File: src/rtl/streamlined_arith_pkg.sv
// Shared definitions for the streamlined multiplier/divider pair: control states,
// default operand width and a two's-complement magnitude helper.
package streamlined_arith_pkg;

  localparam int DEFAULT_WIDTH = 8;
  localparam int MAX_WIDTH     = 64;

  typedef enum logic [2:0] {
    IDLE,
    ITER,
    FIX,
    DONE,
    WAIT_REL
  } state_e;

  // Magnitude of a width-bit two's-complement value held in the low bits of 'value'.
  // The most negative input yields 2^(width-1), which still fits unsigned.
  function automatic logic [MAX_WIDTH-1:0] abs_tc(input logic [MAX_WIDTH-1:0] value,
                                                  input int unsigned        width);
    logic [MAX_WIDTH-1:0] mask;
    logic [MAX_WIDTH-1:0] sign_vec;
    logic [MAX_WIDTH-1:0] mag;
    mask     = (width >= MAX_WIDTH) ? '1 : ((MAX_WIDTH'(1) << width) - MAX_WIDTH'(1));
    sign_vec = value >> (width - 1);
    mag      = sign_vec[0] ? (~value + MAX_WIDTH'(1)) : value;
    return mag & mask;
  endfunction

endpackage

File: src/rtl/streamlined_multiplier_if.sv
// Start/Done handshake and operand/result bus of the streamlined multiplier.
// STREAMLINED_MULT_SQ_PORTS_EN adds the SQ_Acc / SQ_Count register views.
interface streamlined_multiplier_if
  import streamlined_arith_pkg::*;
#(
  parameter int WIDTH = DEFAULT_WIDTH
);

  logic                 Start_Sig;
  logic [WIDTH-1:0]     Multiplicand;
  logic [WIDTH-1:0]     Multiplier;
  logic                 Done_Sig;
  logic [2*WIDTH-1:0]   Product;
`ifdef STREAMLINED_MULT_SQ_PORTS_EN
  logic [2*WIDTH:0]             SQ_Acc;
  logic [$clog2(WIDTH+1)-1:0]   SQ_Count;
`endif

  modport master (
    output Start_Sig, Multiplicand, Multiplier,
    input  Done_Sig, Product
`ifdef STREAMLINED_MULT_SQ_PORTS_EN
    , input SQ_Acc, SQ_Count
`endif
  );

  modport slave (
    input  Start_Sig, Multiplicand, Multiplier,
    output Done_Sig, Product
`ifdef STREAMLINED_MULT_SQ_PORTS_EN
    , output SQ_Acc, SQ_Count
`endif
  );

endinterface

File: src/rtl/streamlined_multiplier.sv
// Sequential shift-and-add signed multiplier, one partial product per clock.
// STREAMLINED_MULT_SQ_PORTS_EN exposes the accumulator and step counter.
module streamlined_multiplier
  import streamlined_arith_pkg::*;
#(
  parameter int WIDTH = DEFAULT_WIDTH
) (
  input  logic                      CLK,
  input  logic                      RST,
  streamlined_multiplier_if.slave   bus
);

  localparam int CW = $clog2(WIDTH + 1);

  state_e               state_q;
  logic [CW-1:0]        count_q;
  logic [2*WIDTH:0]     acc_q;
  logic [WIDTH-1:0]     mcand_q;
  logic                 is_neg_q;
  logic                 done_q;
  logic [2*WIDTH-1:0]   product_q;

  logic [WIDTH-1:0]     mag_a_d;
  logic [WIDTH-1:0]     mag_b_d;
  logic [WIDTH:0]       upper_sum_d;
  logic [2*WIDTH:0]     acc_d;
  logic [2*WIDTH-1:0]   product_d;
  logic                 last_step_d;

  // Upper half is WIDTH+1 bits so the carry of the add survives the shift.
  always_comb begin
    mag_a_d     = WIDTH'(abs_tc(MAX_WIDTH'(bus.Multiplicand), WIDTH));
    mag_b_d     = WIDTH'(abs_tc(MAX_WIDTH'(bus.Multiplier), WIDTH));
    upper_sum_d = acc_q[2*WIDTH:WIDTH] + (acc_q[0] ? {1'b0, mcand_q} : {(WIDTH+1){1'b0}});
    acc_d       = {upper_sum_d, acc_q[WIDTH-1:0]} >> 1;
    product_d   = is_neg_q ? -acc_q[2*WIDTH-1:0] : acc_q[2*WIDTH-1:0];
    last_step_d = (count_q == CW'(WIDTH - 1));
  end

  always_ff @(posedge CLK or posedge RST) begin
    if (RST) begin
      state_q   <= IDLE;
      count_q   <= '0;
      acc_q     <= '0;
      mcand_q   <= '0;
      is_neg_q  <= 1'b0;
      done_q    <= 1'b0;
      product_q <= '0;
    end else begin
      done_q <= 1'b0;
      case (state_q)
        IDLE: begin
          if (bus.Start_Sig) begin
            is_neg_q <= bus.Multiplicand[WIDTH-1] ^ bus.Multiplier[WIDTH-1];
            mcand_q  <= mag_a_d;
            acc_q    <= {{(WIDTH+1){1'b0}}, mag_b_d};
            count_q  <= '0;
            state_q  <= ITER;
          end
        end
        ITER: begin
          if (!bus.Start_Sig) begin
            state_q <= IDLE;
          end else begin
            acc_q   <= acc_d;
            count_q <= count_q + CW'(1);
            if (last_step_d) begin
              state_q <= FIX;
            end
          end
        end
        FIX: begin
          if (!bus.Start_Sig) begin
            state_q <= IDLE;
          end else begin
            product_q <= product_d;
            done_q    <= 1'b1;
            state_q   <= DONE;
          end
        end
        // The pulse always completes; a released Start skips the wait state.
        DONE: begin
          state_q <= bus.Start_Sig ? WAIT_REL : IDLE;
        end
        WAIT_REL: begin
          if (!bus.Start_Sig) begin
            state_q <= IDLE;
          end
        end
        default: begin
          state_q <= IDLE;
        end
      endcase
    end
  end

  assign bus.Done_Sig = done_q;
  assign bus.Product  = product_q;
`ifdef STREAMLINED_MULT_SQ_PORTS_EN
  assign bus.SQ_Acc   = acc_q;
  assign bus.SQ_Count = count_q;
`endif

endmodule

File: src/flat_wrapper.sv
// flat-port wrapper written by rule: the top's interface ports become plain ports
module streamlined_multiplier_flat import streamlined_arith_pkg::*;
#(
  parameter int WIDTH = DEFAULT_WIDTH
)
  (CLK, RST, bus_Start_Sig, bus_Multiplicand, bus_Multiplier, bus_Done_Sig, bus_Product);
  streamlined_multiplier_if #(.WIDTH(WIDTH)) bus_i ();
  input  logic CLK;
  input  logic RST;
  input wire logic [$bits(bus_i.Start_Sig)-1:0] bus_Start_Sig;
  input wire logic [$bits(bus_i.Multiplicand)-1:0] bus_Multiplicand;
  input wire logic [$bits(bus_i.Multiplier)-1:0] bus_Multiplier;
  output wire logic [$bits(bus_i.Done_Sig)-1:0] bus_Done_Sig;
  output wire logic [$bits(bus_i.Product)-1:0] bus_Product;
  assign bus_i.Start_Sig = bus_Start_Sig;
  assign bus_i.Multiplicand = bus_Multiplicand;
  assign bus_i.Multiplier = bus_Multiplier;
  assign bus_Done_Sig = bus_i.Done_Sig;
  assign bus_Product = bus_i.Product;
  streamlined_multiplier #(.WIDTH(WIDTH)) u_core (.CLK(CLK), .RST(RST), .bus(bus_i));
endmodule
File: config.mk
export PLATFORM = sky130hd
export DESIGN_NAME = streamlined_multiplier_flat
export DESIGN_NICKNAME = d
export VERILOG_FILES = /design/src/rtl/streamlined_arith_pkg.sv /design/src/rtl/streamlined_multiplier_if.sv /design/src/rtl/streamlined_multiplier.sv /design/src/flat_wrapper.sv
export SDC_FILE = /design/constraint.sdc
export NUM_CORES = 1
export LEC_CHECK = 0
export ABC_AREA = 1
export BUFFER_PORTS_ARGS = -buffer_cell sky130_fd_sc_hd__buf_2
export CORE_MARGIN = 2
export CORE_UTILIZATION = 60
export DETAILED_ROUTE_END_ITERATION = 12
export PLACE_DENSITY = 0.79
export REMOVE_ABC_BUFFERS = 1
export SKIP_LAST_GASP = 1
export SYNTH_ARGS = -nofsm -noshare
export SYNTH_HDL_FRONTEND = slang
export SYNTH_SLANG_ARGS = --single-unit
export TNS_END_PERCENT = 100
File: constraint.sdc
create_clock -name CLK -period 3.2 [get_ports CLK]
set_clock_uncertainty 0.15 [all_clocks]
set_input_delay 0.48 -clock CLK [delete_from_list [all_inputs] [get_ports CLK]]
set_output_delay 0.48 -clock CLK [all_outputs]
set_load 0.01 [all_outputs]
---- Yosys cells after proc, flatten, opt, wreduce, memory -nomap -nowiden ----
Index checks and enable logic that the tools add are counted.
word-level totals
  output and inout port bits .............. 17
  bits of input ports ..................... 19
  register bits ........................... 50
  logic and storage cells ................. 49
cells by class
  mux-type cells .......................... 19
  reductions and logical operators ........ 6
  bitwise logic cells ..................... 3
  equal/unequal tests ..................... 9
  add/subtract/negate cells ............... 5
operators by type and width
  operator             count
  $mux 17              2
  $pmux 17 s2          1
  $mux 8               3
  $add 8x1->8 const B  2
  $mux 16              1
  $neg 16->16          1
  $not 8->8            2
  $mux 3               5
  $pmux 3 s5           1
  $add 9x9->9          1
  $mux 4               2
  $pmux 4 s2           1
  $eq 3x2->1 const B   2
  $ne 2x2->1 const B   3
  $reduce_and 3->1     2
  $add 4x1->4 const B  1
  $eq 4x3->1 const B   1
  $reduce_and 2->1     2
  $eq 3x1->1 const B   1
  $eq 3x3->1 const B   1
  $logic_not 3->1      1
  $ne 3x2->1 const B   1
  $mux 1               2
  $mux 2               1
  other kinds (2)      2

---- Longest topological paths before layout ----
Gate-level depths: netlist of run 1.
  word-level depth ........................ 5
  gate-level depth with buffers ........... 13
  mapped depth without buffers ............ 12

---- Least setup slack after synthesis of run 1 ----
Ideal clock, no wire load.
  path kind ............................... register to register
  from .................................... reg u_core.acc_q[0]
  to ...................................... reg u_core.acc_q[11]
  path buffers ............................ 1
  required time ........................... 2928 ps
  clock period less this slack ............ 1822 ps
  setup slack ............................. 1378 ps
  setup time .............................. 122 ps
  cell stages (with the launch flop) ...... 10
  arrival ................................. 1550 ps
  cells stage by stage .................... dfrtp_1 -> buf_2 -> nand2_1 -> inv_1 -> ha_1 -> fa_1 -> nand3_1 -> nand2_1 -> o21ai_1 -> o21ai_2
on the way
  word-level cells in the longest chain between the ends .. 4
RTL lines
  item                    line                          RTL
  from (decl)             streamlined_multiplier.sv:17  logic [2*WIDTH:0] acc_q;
  from (signal assigned)  streamlined_multiplier.sv:56  acc_q <= {{(WIDTH+1){1'b0}}, mag_b_d};
  $mux 8                  streamlined_multiplier.sv:34  upper_sum_d = acc_q[2*WIDTH:WIDTH] + (acc_q[0] ? {1'b0, mcand_q} : {(WIDTH+1){1'b0}});
  $add 9x9->9             streamlined_multiplier.sv:34
  $mux 17                 streamlined_multiplier.sv:62  if (!bus.Start_Sig) begin
  $pmux 17 s2             streamlined_multiplier.sv:51  case (state_q)
Every way passes these cells. The select of a mux whose other input is x is not followed.
A chain may end at the register's enable or synchronous reset.

---- Worst setup path after layout of run 1 ----
  from .................................... reg u_core.state_q[2]
  to ...................................... reg u_core.count_q[3]
on the way
  word-level cells in the longest chain between the ends .. 3
RTL lines
  item                                                              line                          RTL
  from (decl)                                                       streamlined_multiplier.sv:15  state_e state_q;
  from (signal assigned)                                            streamlined_multiplier.sv:83  state_q <= bus.Start_Sig ? WAIT_REL : IDLE;
  $eq 3x1->1 or $logic_not 3->1 (tied branches)                     streamlined_multiplier.sv:51
  $ne 2x2->1 (no source line) or $reduce_bool 2->1 (tied branches)  -
  $reduce_and 3->1 (no source line)                                 -
  to (signal assigned)                                              streamlined_multiplier.sv:66  count_q <= count_q + CW'(1);
  to (decl)                                                         streamlined_multiplier.sv:16  logic [CW-1:0] count_q;
Parallel ways exist; a longest one is shown, timed or not.

==> impl_metrics.ini, run 1 <==
[run]
drv_cap = 0

[synthesis]
ys_ff_latch = 49
syn_inst = 433
yosys_warnings = 0
ys_types = 34
synth_ff_type = dfrtp_1
ys_seq_area_share_pct = 39.4
synth-edff-count = 0
syn-cell-area_mm2 = 0.00311
synth_top_area_share_pct = 39.4
syn_area_per_cell_um2 = 7.19
yosys.area.top_type = dfrtp_1
yosys-top-cells-area = dfrtp_1, nand2_1, nand3_1
async_flop_share_pct = 100

[outcome]
status = finished, final reports clean

[clock_network]
cts_made_buffers = 5
htreeDepth = 2
cts_tree = yes
path_clk_slew_ns = 0.08
cts_setup_buffers = 0
ctsHoldBuffers = 0
cts.sinks = 49
ctsResizeCount = 0
cts_buffer_depth = 2
root_buffer = clkbuf_8
clkLatencyLatePin_ns = 0.30

[power]
p_per_area_mw_per_mm2 = 873
leakage_nw = 1.89
irDropWorstVdd_mv = 0.561

[placed_design]
hpwl_um = 4970
placement.io_buffers = 35
dp.cells = 528
globalplace.congestion = 0.934

[setup_path]
worst-setup-path-type = reg -> reg
worstPathArrival_ns = 2.11
worstPathRequired_ns = 3.24
end_kind = flop
startpoint_type = flop
crit_path_max_fanout = 16

[die]
initial_core_util_pct = 61.7
die_h_um = 76.0
die-area_mm2 = 0.00578
coreArea_mm2 = 0.00504
die_x_um = 76.0
fp-row-count = 26
pin_count = 36

[drt]
avgViaCountPerCell = 5.35
wl_um = 6600
antenna_left = 0
routedWlPerCell_um = 12.3
route.detailed.drc = 0
num_vias = 2865
drtIter0Drc = 175
first_pass_iters = 5

[timing]
tns_ns = 0
final_max_slew_viol_count = 0
fmax_mhz = 483
hold_viol_final = 0
setup_viol = 0
timing.final.crit_share_pct = 64.7
worst_pin_slew_ns = 0.982
max_slew_margin_pct = 34.4
rsz0062_at_grt = false
period_minus_slack_ns = 2.07

[cells_and_area]
nets = 497
drive_gt1_share_pct = 12.7
fill_cells = 442
instances_no_fill = 536
area.growth.synth_to_final_pct = 10.8
n_antenna_cell = 0

[grt]
grt_max_degree = 50
top_usage_layer = met2
use_met1_pct = 31.1
grt_usage_pct = 25.1
grt_pass1_vias = 2791
grt_pass1_wl_um = 11900
antenna_found_initial = 0
globalRouteMet2Util_pct = 43.8
grt.overflow.total = 0
met3_usage_pct = 4.62

[hold_path]
hold_class = in -> reg
-- placed cells by master, fill, tap and decap left out, types with 2 or more instances in the layout --
cell,synthesis,layout
o21ai_1,7,7
clkbuf_8,0,6
nor2_8,2,2
a21oi_1,17,17
o21ai_2,2,2
o31ai_1,2,2
o22ai_1,3,3
nor2_1,35,35
nand4_1,6,6
o21ai_0,27,27
o211ai_1,3,3
nand3b_1,2,2
nor3_1,2,2
xor2_1,8,8
inv_2,3,4
dfrtp_1,49,49
nand3_1,44,44
a21oi_2,2,2
nand2_1,128,128
ha_1,12,12
inv_1,56,55
buf_2,7,35
-- per-layer routing --
layer | up-vias | part of all wire, %
met4 | 0 | 1.1
met5 | - | 0
met3 | 10 | 5.0
met2 | 78 | 48
li1 | 1459 | -
met1 | 1318 | 46
-- kinds of logic after synthesis --
group | share of synthesized area, %
fa+ha+maj | 5.47
simple gates | 31.8
compound gates | 11.8
flops | 39.4
xor+xnor | 2.53
buf+inv | 8.93
-- critical path: stages (launching register included) --
cell     delay [ns]
dfrtp_1        0.47
inv_1          0.12
nand3_2        0.29
inv_1          0.50
nand4_1        0.17
o21ai_0        0.19
a21oi_1        0.06
-- stage by stage --
| stage | utilization [%] | total power, mW | hold slack [ns] | setup WS (ns) | area, um^2 |
|---|---|---|---|---|---|
| floorplan | - | 2.14 | 0.299 | 1.40 | 3060 |
| global placement | 66.1 | 2.50 | 0.308 | 1.17 | 3330 |
| detailed placement | 66.1 | 2.55 | 0.311 | 1.10 | 3330 |
| CTS | 68.4 | 3.01 | 0.242 | 1.11 | 3450 |
| global route | 68.4 | 3.30 | 0.257 | 0.958 | 3450 |
| finish | 68.4 | 3.01 | 0.242 | 1.13 | 3450 |
-- final cells by class --
cell class / instances / area, um^2 / area share (%)
Clock inverter: 1 / 30.0 / 0.871
Inverter: 60 / 228 / 6.60
Timing Repair Buffer: 36 / 183 / 5.30
Sequential cell: 49 / 1230 / 35.6
Tap cell: 70 / 87.6 / 2.54
Clock buffer: 7 / 86.3 / 2.50
Multi-Input combinational cell: 313 / 1610 / 46.6
-- flip-flops by register name (all words and copies together), names as in the netlist --
signal	flops
u_core.bus.Product	16
u_core.acc_q	16
u_core.state_q	3
u_core.bus.Done_Sig	1
u_core.mcand_q	8
u_core.count_q	4
u_core.is_neg_q	1
-- synthesized netlist by cell type (2+ instances only) --
library cell	number
a21oi_1	17
a21oi_2	2
buf_2	7
clkbuf_1	4
dfrtp_1	49
ha_1	12
inv_1	56
inv_2	3
nand2_1	128
nand3_1	44
nand3b_1	2
nand4_1	6
nor2_1	35
nor2_8	2
nor3_1	2
o211ai_1	3
o21ai_0	27
o21ai_1	7
o21ai_2	2
o22ai_1	3
o31ai_1	2
xor2_1	8
-- path summary, 6_finish.rpt --
check	startpoint	to	slack, ns	depth (start not counted)
setup / recovery	u_core.state_q[2]$_DFFE_PP0P_	u_core.count_q[3]$_DFFE_PP0P_	1.13	6
hold / removal	bus_Multiplicand[6]	u_core.mcand_q[7]$_DFFE_PP0P_	0.24	2
setup reg to reg	u_core.state_q[2]$_DFFE_PP0P_	u_core.count_q[3]$_DFFE_PP0P_	1.13	6
hold reg to reg	u_core.bus.Product[13]$_DFFE_PP0P_	u_core.bus.Product[13]$_DFFE_PP0P_	0.33	2
max in group asynchronous	RST	u_core.acc_q[10]$_DFFE_PP0P_	2.05	2
min in group asynchronous	RST	u_core.state_q[1]$_DFFE_PP0P_	0.25	2
-- power breakdown --
| part | switching, mW | internal, mW |
|---|---|---|
| Sequential | 0.249 | 0.872 |
| Clock | 0.204 | 0.255 |
| Combinational | 0.915 | 0.515 |
No activity file was read; power rests on OpenSTA's default activity.
==> run 2, diff against run 1 <==
--- a/config.mk
+++ b/config.mk
@@ -8,9 +8,9 @@
 export ABC_AREA = 1
 export BUFFER_PORTS_ARGS = -buffer_cell sky130_fd_sc_hd__buf_2
 export CORE_MARGIN = 2
-export CORE_UTILIZATION = 60
+export CORE_UTILIZATION = 59
 export DETAILED_ROUTE_END_ITERATION = 12
-export PLACE_DENSITY = 0.79
+export PLACE_DENSITY = 0.77
 export REMOVE_ABC_BUFFERS = 1
 export SKIP_LAST_GASP = 1
 export SYNTH_ARGS = -nofsm -noshare
==> constraint.sdc (replaced) <==
create_clock -name CLK -period 2.1 [get_ports CLK]
set_clock_uncertainty 0.15 [all_clocks]
set_input_delay 0.315 -clock CLK [delete_from_list [all_inputs] [get_ports CLK]]
set_output_delay 0.315 -clock CLK [all_outputs]
set_load 0.01 [all_outputs]
==> impl_metrics.ini, run 2 (synthesis gave the netlist of run 1 again) <==
[setup_path]
end_kind = flop
startpoint_type = flop
worstPathRequired_ns = 2.14
crit_path_max_fanout = 9
worstPathArrival_ns = 2.00
cp_top_family = adder cells
crit_slowest_cell = dfrtp_1
path_common_cell = nand2_1
reg2reg_slack_ns = 0.14
r2r-end = u_core.acc_q[11]$_DFFE_PP0P_
r2r_cells = 8
crit_chain = nand2_1 > inv_1 > ha_1 > fa_1 > nand3_1 > nand2_1 > o21ai_1 > o21ai_2
slowest_delay_ns = 0.47
worst-setup-path-type = reg -> reg
critPathBufInv = 1
r2r_start = u_core.acc_q[0]$_DFFE_PP0P_

[placed_design]
globalplace.congestion = 0.864
hpwl_um = 4950
placement.io_buffers = 35
preCtsSetupSlack_ns = 0.169

[drt]
num_vias = 2836
avgViaCountPerCell = 5.24
drtIter0Drc = 134
first_pass_iters = 4
routedWlPerCell_um = 11.9
wl_um = 6450
antenna_left = 0
route.detailed.drc = 0

[clock_network]
ctsHoldBuffers = 0
cts_setup_buffers = 0
htreeDepth = 2
cts.sinks = 49
path_clk_slew_ns = 0.09
cts_tree = yes
root_buffer = clkbuf_8
cts_buffer_depth = 2
clkLatencyLatePin_ns = 0.30
ctsResizeCount = 0
cts_made_buffers = 5

[timing]
worst_pin_slew_ns = 0.606
period_minus_slack_ns = 1.96
tns_ns = 0
fin_ws_ns = 0.140
fmax_mhz = 510
timing.final.crit_share_pct = 93.3
setup_viol = 0
final_max_slew_viol_count = 0
max_slew_margin_pct = 59.6
hold_viol_final = 0
rsz0062_at_grt = false

[cells_and_area]
multi_input_area_mm2 = 0.00161
regArea_mm2 = 0.00123
n_antenna_cell = 0
fill_cells = 459
area.growth.synth_to_final_pct = 12.0
mostFrequentLayoutCell = nand2_1
final_cell_mix = nand2_1, inv_1, dfrtp_1, nand3_1
fin_util_pct = 68.3
drive_gt1_share_pct = 13.6
nets = 502

[power]
p_per_area_mw_per_mm2 = 1320
power.internal_mw = 2.54
fin_total_pwr_mw = 4.59
irDropWorstVdd_mv = 0.605
p_seq_share_pct = 36.0
p_sw_mw = 2.05
swShare_pct = 44.7
pwr-share-comb_pct = 48.9
clkPwrFrac_pct = 15.1
leakage_nw = 1.92

[grt]
antenna_found_initial = 0
grt_usage_pct = 24.1
grt_pass1_wl_um = 11500
grt.overflow.total = 0
grt_max_degree = 50
grt_pass1_vias = 2706

[die]
die_x_um = 76.6
initial_core_util_pct = 60.9
fp-row-count = 26
die_h_um = 76.6
coreArea_mm2 = 0.00511
die-area_mm2 = 0.00587
pin_count = 36

[hold_path]
hold_class = in -> async

[outcome]
status = finished, final reports clean

[run]
drv_cap = 0
-- run 2: cell count changes in the layout (fill, tap and decap cells not counted), sizes merged --
cell,before,now
buf,36,41
-- run 2: worst min-delay path: stages --
cell and delay [ns]:
buf_2 0.10, inv_2 0.03, buf_4 0.49
-- run 2: worst max path at each step --
stage,startpoint,endpoint,slack [ns],depth (start not counted)
after floorplan,u_core.acc_q[0]$_DFFE_PP0P_,u_core.acc_q[11]$_DFFE_PP0P_,0.31,8
after global placement,u_core.acc_q[0]$_DFFE_PP0P_,u_core.acc_q[11]$_DFFE_PP0P_,0.25,8
after detailed placement,u_core.acc_q[0]$_DFFE_PP0P_,u_core.acc_q[11]$_DFFE_PP0P_,0.17,9
after CTS,u_core.acc_q[0]$_DFFE_PP0P_,u_core.acc_q[11]$_DFFE_PP0P_,0.16,9
after global routing,u_core.acc_q[0]$_DFFE_PP0P_,u_core.acc_q[11]$_DFFE_PP0P_,0.01,9
final,u_core.acc_q[0]$_DFFE_PP0P_,u_core.acc_q[11]$_DFFE_PP0P_,0.14,8
-- run 2: cell type report --
class,instances,share of cell area (%)
Multi-Input combinational cell,313,46.1
Sequential cell,49,35.2
Inverter,60,6.53
Timing Repair Buffer,41,6.32
Tap cell,70,2.51
Clock buffer,7,2.48
Clock inverter,1,0.861
-- run 2: power by group through the flow --
| stage | logic (mW) | registers (mW) | clock network, mW |
|---|---|---|---|
| after CTS | 2.26 | 1.65 | 0.712 |
| after global placement | 2.20 | 1.65 | 0 |
| after global routing | 2.59 | 1.71 | 0.753 |
| after detailed placement | 2.24 | 1.67 | 0 |
| after floorplan | 1.56 | 1.70 | 0 |
| final | 2.24 | 1.65 | 0.695 |
-- run 2: layer usage --
metal  GRT usage [%]  vias up  share of wire (%)
met4            9.82        0                1.6
met1            29.8     1297                 46
li1                -     1473                  -
met3            4.15       11                4.3
met5               0        -                  0
met2            41.9       55                 48
-- run 2: metrics by stage --
stage	cells	hold slack, ns	cell area [um^2]
2_1_floorplan	422	0.261	3060
3_3_place_gp	533	0.307	3370
3_5_place_dp	533	0.311	3370
4_1_cts	541	0.0289	3490
5_1_grt	541	0.0665	3490
6_report	541	0.0108	3490
==> run 3, diff against run 2 <==
--- a/config.mk
+++ b/config.mk
@@ -7,10 +7,12 @@
 export LEC_CHECK = 0
 export ABC_AREA = 1
 export BUFFER_PORTS_ARGS = -buffer_cell sky130_fd_sc_hd__buf_2
+export CELL_PAD_IN_SITES_DETAIL_PLACEMENT = 1
+export CELL_PAD_IN_SITES_GLOBAL_PLACEMENT = 1
 export CORE_MARGIN = 2
-export CORE_UTILIZATION = 59
+export CORE_UTILIZATION = 42
 export DETAILED_ROUTE_END_ITERATION = 12
-export PLACE_DENSITY = 0.77
+export PLACE_DENSITY = 0.76
 export REMOVE_ABC_BUFFERS = 1
 export SKIP_LAST_GASP = 1
 export SYNTH_ARGS = -nofsm -noshare
==> impl_metrics.ini, run 3 (synthesis gave the netlist of run 1 again) <==
[clock_network]
cts_tree = yes
path_clk_slew_ns = 0.10
cts_buffer_depth = 2
cts_made_buffers = 5
cts_setup_buffers = 0
cts.sinks = 49
htreeDepth = 2
root_buffer = clkbuf_8
clkLatencyLatePin_ns = 0.30

[hold_path]
hold_class = in -> async

[drt]
wl_um = 7940
routedWlPerCell_um = 13.9
antenna_left = 0
first_pass_iters = 4
num_vias = 2891
drtIter0Drc = 67
route.detailed.drc = 0
avgViaCountPerCell = 5.07

[power]
irDropWorstVdd_mv = 0.523
p_per_area_mw_per_mm2 = 1340
power.internal_mw = 2.54
p_seq_share_pct = 35.5
pwr-share-comb_pct = 49.2
fin_total_pwr_mw = 4.72
clkPwrFrac_pct = 15.3
swShare_pct = 46.1
leakage_nw = 1.92
p_sw_mw = 2.18

[grt]
grt_max_degree = 50
top_usage_layer = met2
grt.overflow.total = 0
globalRouteMet2Util_pct = 40.4
grt_pass1_wl_um = 14200
grt_pass1_vias = 3065
antenna_found_initial = 0
met3_usage_pct = 2.51
use_met1_pct = 25.0
grt_usage_pct = 21.2

[setup_path]
worst-setup-path-type = reg -> reg
worstPathArrival_ns = 2.00
crit_slowest_cell = dfrtp_2
end_kind = flop
crit_path_max_fanout = 9
r2r_start = u_core.acc_q[0]$_DFFE_PP0P_
crit_chain = nand2_1 > inv_1 > ha_1 > fa_1 > nand3_1 > nand2_1 > a21oi_2 > o21ai_1 > o21ai_2
worstPathRequired_ns = 2.19
r2r_cells = 9
startpoint = u_core.acc_q[0]$_DFFE_PP0P_
slowest_delay_ns = 0.47
path_common_cell = nand2_1
startpoint_type = flop

[timing]
period_minus_slack_ns = 1.91
max_slew_margin_pct = 58.6
hold_viol_final = 0
rsz0062_at_grt = false
final_max_slew_viol_count = 0
timing.final.crit_share_pct = 91.1
setup_viol = 0
fmax_mhz = 523
worst_pin_slew_ns = 0.621
tns_ns = 0

[cells_and_area]
n_antenna_cell = 0
area.growth.synth_to_final_pct = 13.3
final_cell_mix = nand2_1, inv_1, dfrtp_1, nand3_1
regArea_mm2 = 0.00123
drive_gt1_share_pct = 14.0
nets = 502
multi_input_area_mm2 = 0.00161
mostFrequentLayoutCell = nand2_1
fill_cells = 960
fin_area_mm2 = 0.00353

[placed_design]
hpwl_um = 6060
placement.io_buffers = 35
place_area_mm2 = 0.00341
globalplace.congestion = 0.851

[die]
fp-row-count = 31
coreArea_mm2 = 0.00721
die_x_um = 90.1
die_h_um = 90.1
die-area_mm2 = 0.00811
initial_core_util_pct = 43.1
pin_count = 36

[outcome]
status = finished, final reports clean

[run]
drv_cap = 0
run 3: cell count changes in the layout (fill, tap and decap cells not counted):
cell,before,now
clkbuf_1,1,0
clkinvlp_4,0,1
dfrtp_1,49,48
dfrtp_2,0,1
run 3: final timing paths:
| check | end | slack, ns |
|---|---|---|
| worst max-delay path | u_core.acc_q[11]$_DFFE_PP0P_ | 0.19 |
| worst min register to register | u_core.bus.Product[8]$_DFFE_PP0P_ | 0.33 |
| min in group CLK | u_core.mcand_q[7]$_DFFE_PP0P_ | 0.06 |
| worst max register to register | u_core.acc_q[11]$_DFFE_PP0P_ | 0.19 |
| worst min-delay path | u_core.count_q[0]$_DFFE_PP0P_ | 0.005 |
| max in group asynchronous | u_core.acc_q[0]$_DFFE_PP0P_ | 1.35 |
run 3: power by group through the flow:
stage | sequential, mW | combinational, mW | clock (mW)
after CTS | 1.68 | 2.35 | 0.745
after global placement | 1.67 | 2.25 | 0
final | 1.68 | 2.32 | 0.720
after detailed placement | 1.69 | 2.33 | 0
after floorplan | 1.70 | 1.56 | 0
after global routing | 1.74 | 2.69 | 0.783
run 3: timing repair:
item / in CTS / in global routing
hold buffers: 0 / 0
resized for setup: 0 / 1
setup endpoints to repair: 0 / 2
run 3: routing by layer:
layer | wire (um) | part of all wire (%) | vias up
met4 | 104 | 1.3 | 0
met2 | 4040 | 51 | 36
li1 | - | - | 1465
met1 | 3610 | 45 | 1380
met5 | 0 | 0 | -
met3 | 183 | 2.3 | 10
run 3: stage by stage:
stage                     utilization [%]  hold WS (ns)  std cells  setup slack [ns]
after floorplan                         -         0.261        422             0.307
after global placement               47.2         0.307        562             0.237
after detailed placement             47.2         0.311        562             0.170
after CTS                            48.9        0.0363        570             0.132
after global routing                 48.9        0.0589        570            0.0173
final                                48.9       0.00527        570             0.187
run 3: final cells by class:
| type | count | area share (%) |
|---|---|---|
| clock buffer | 6 | 2.34 |
| clock inverter | 2 | 1.06 |
| inverter | 60 | 6.46 |
| multi-input combinational | 313 | 45.6 |
| sequential | 49 | 34.8 |
| tap | 99 | 3.51 |
| timing repair buffer | 41 | 6.24 |
run 3: critical path: cells and delay by family (launching register included):
kind / cells / cell delay [ns]
AOI/OAI and AO/OA: 3 / 0.28
adders and majority gates: 2 / 0.62
buffers and inverters: 1 / 0.04
DFF: 1 / 0.47
and+or+nand+nor: 3 / 0.28
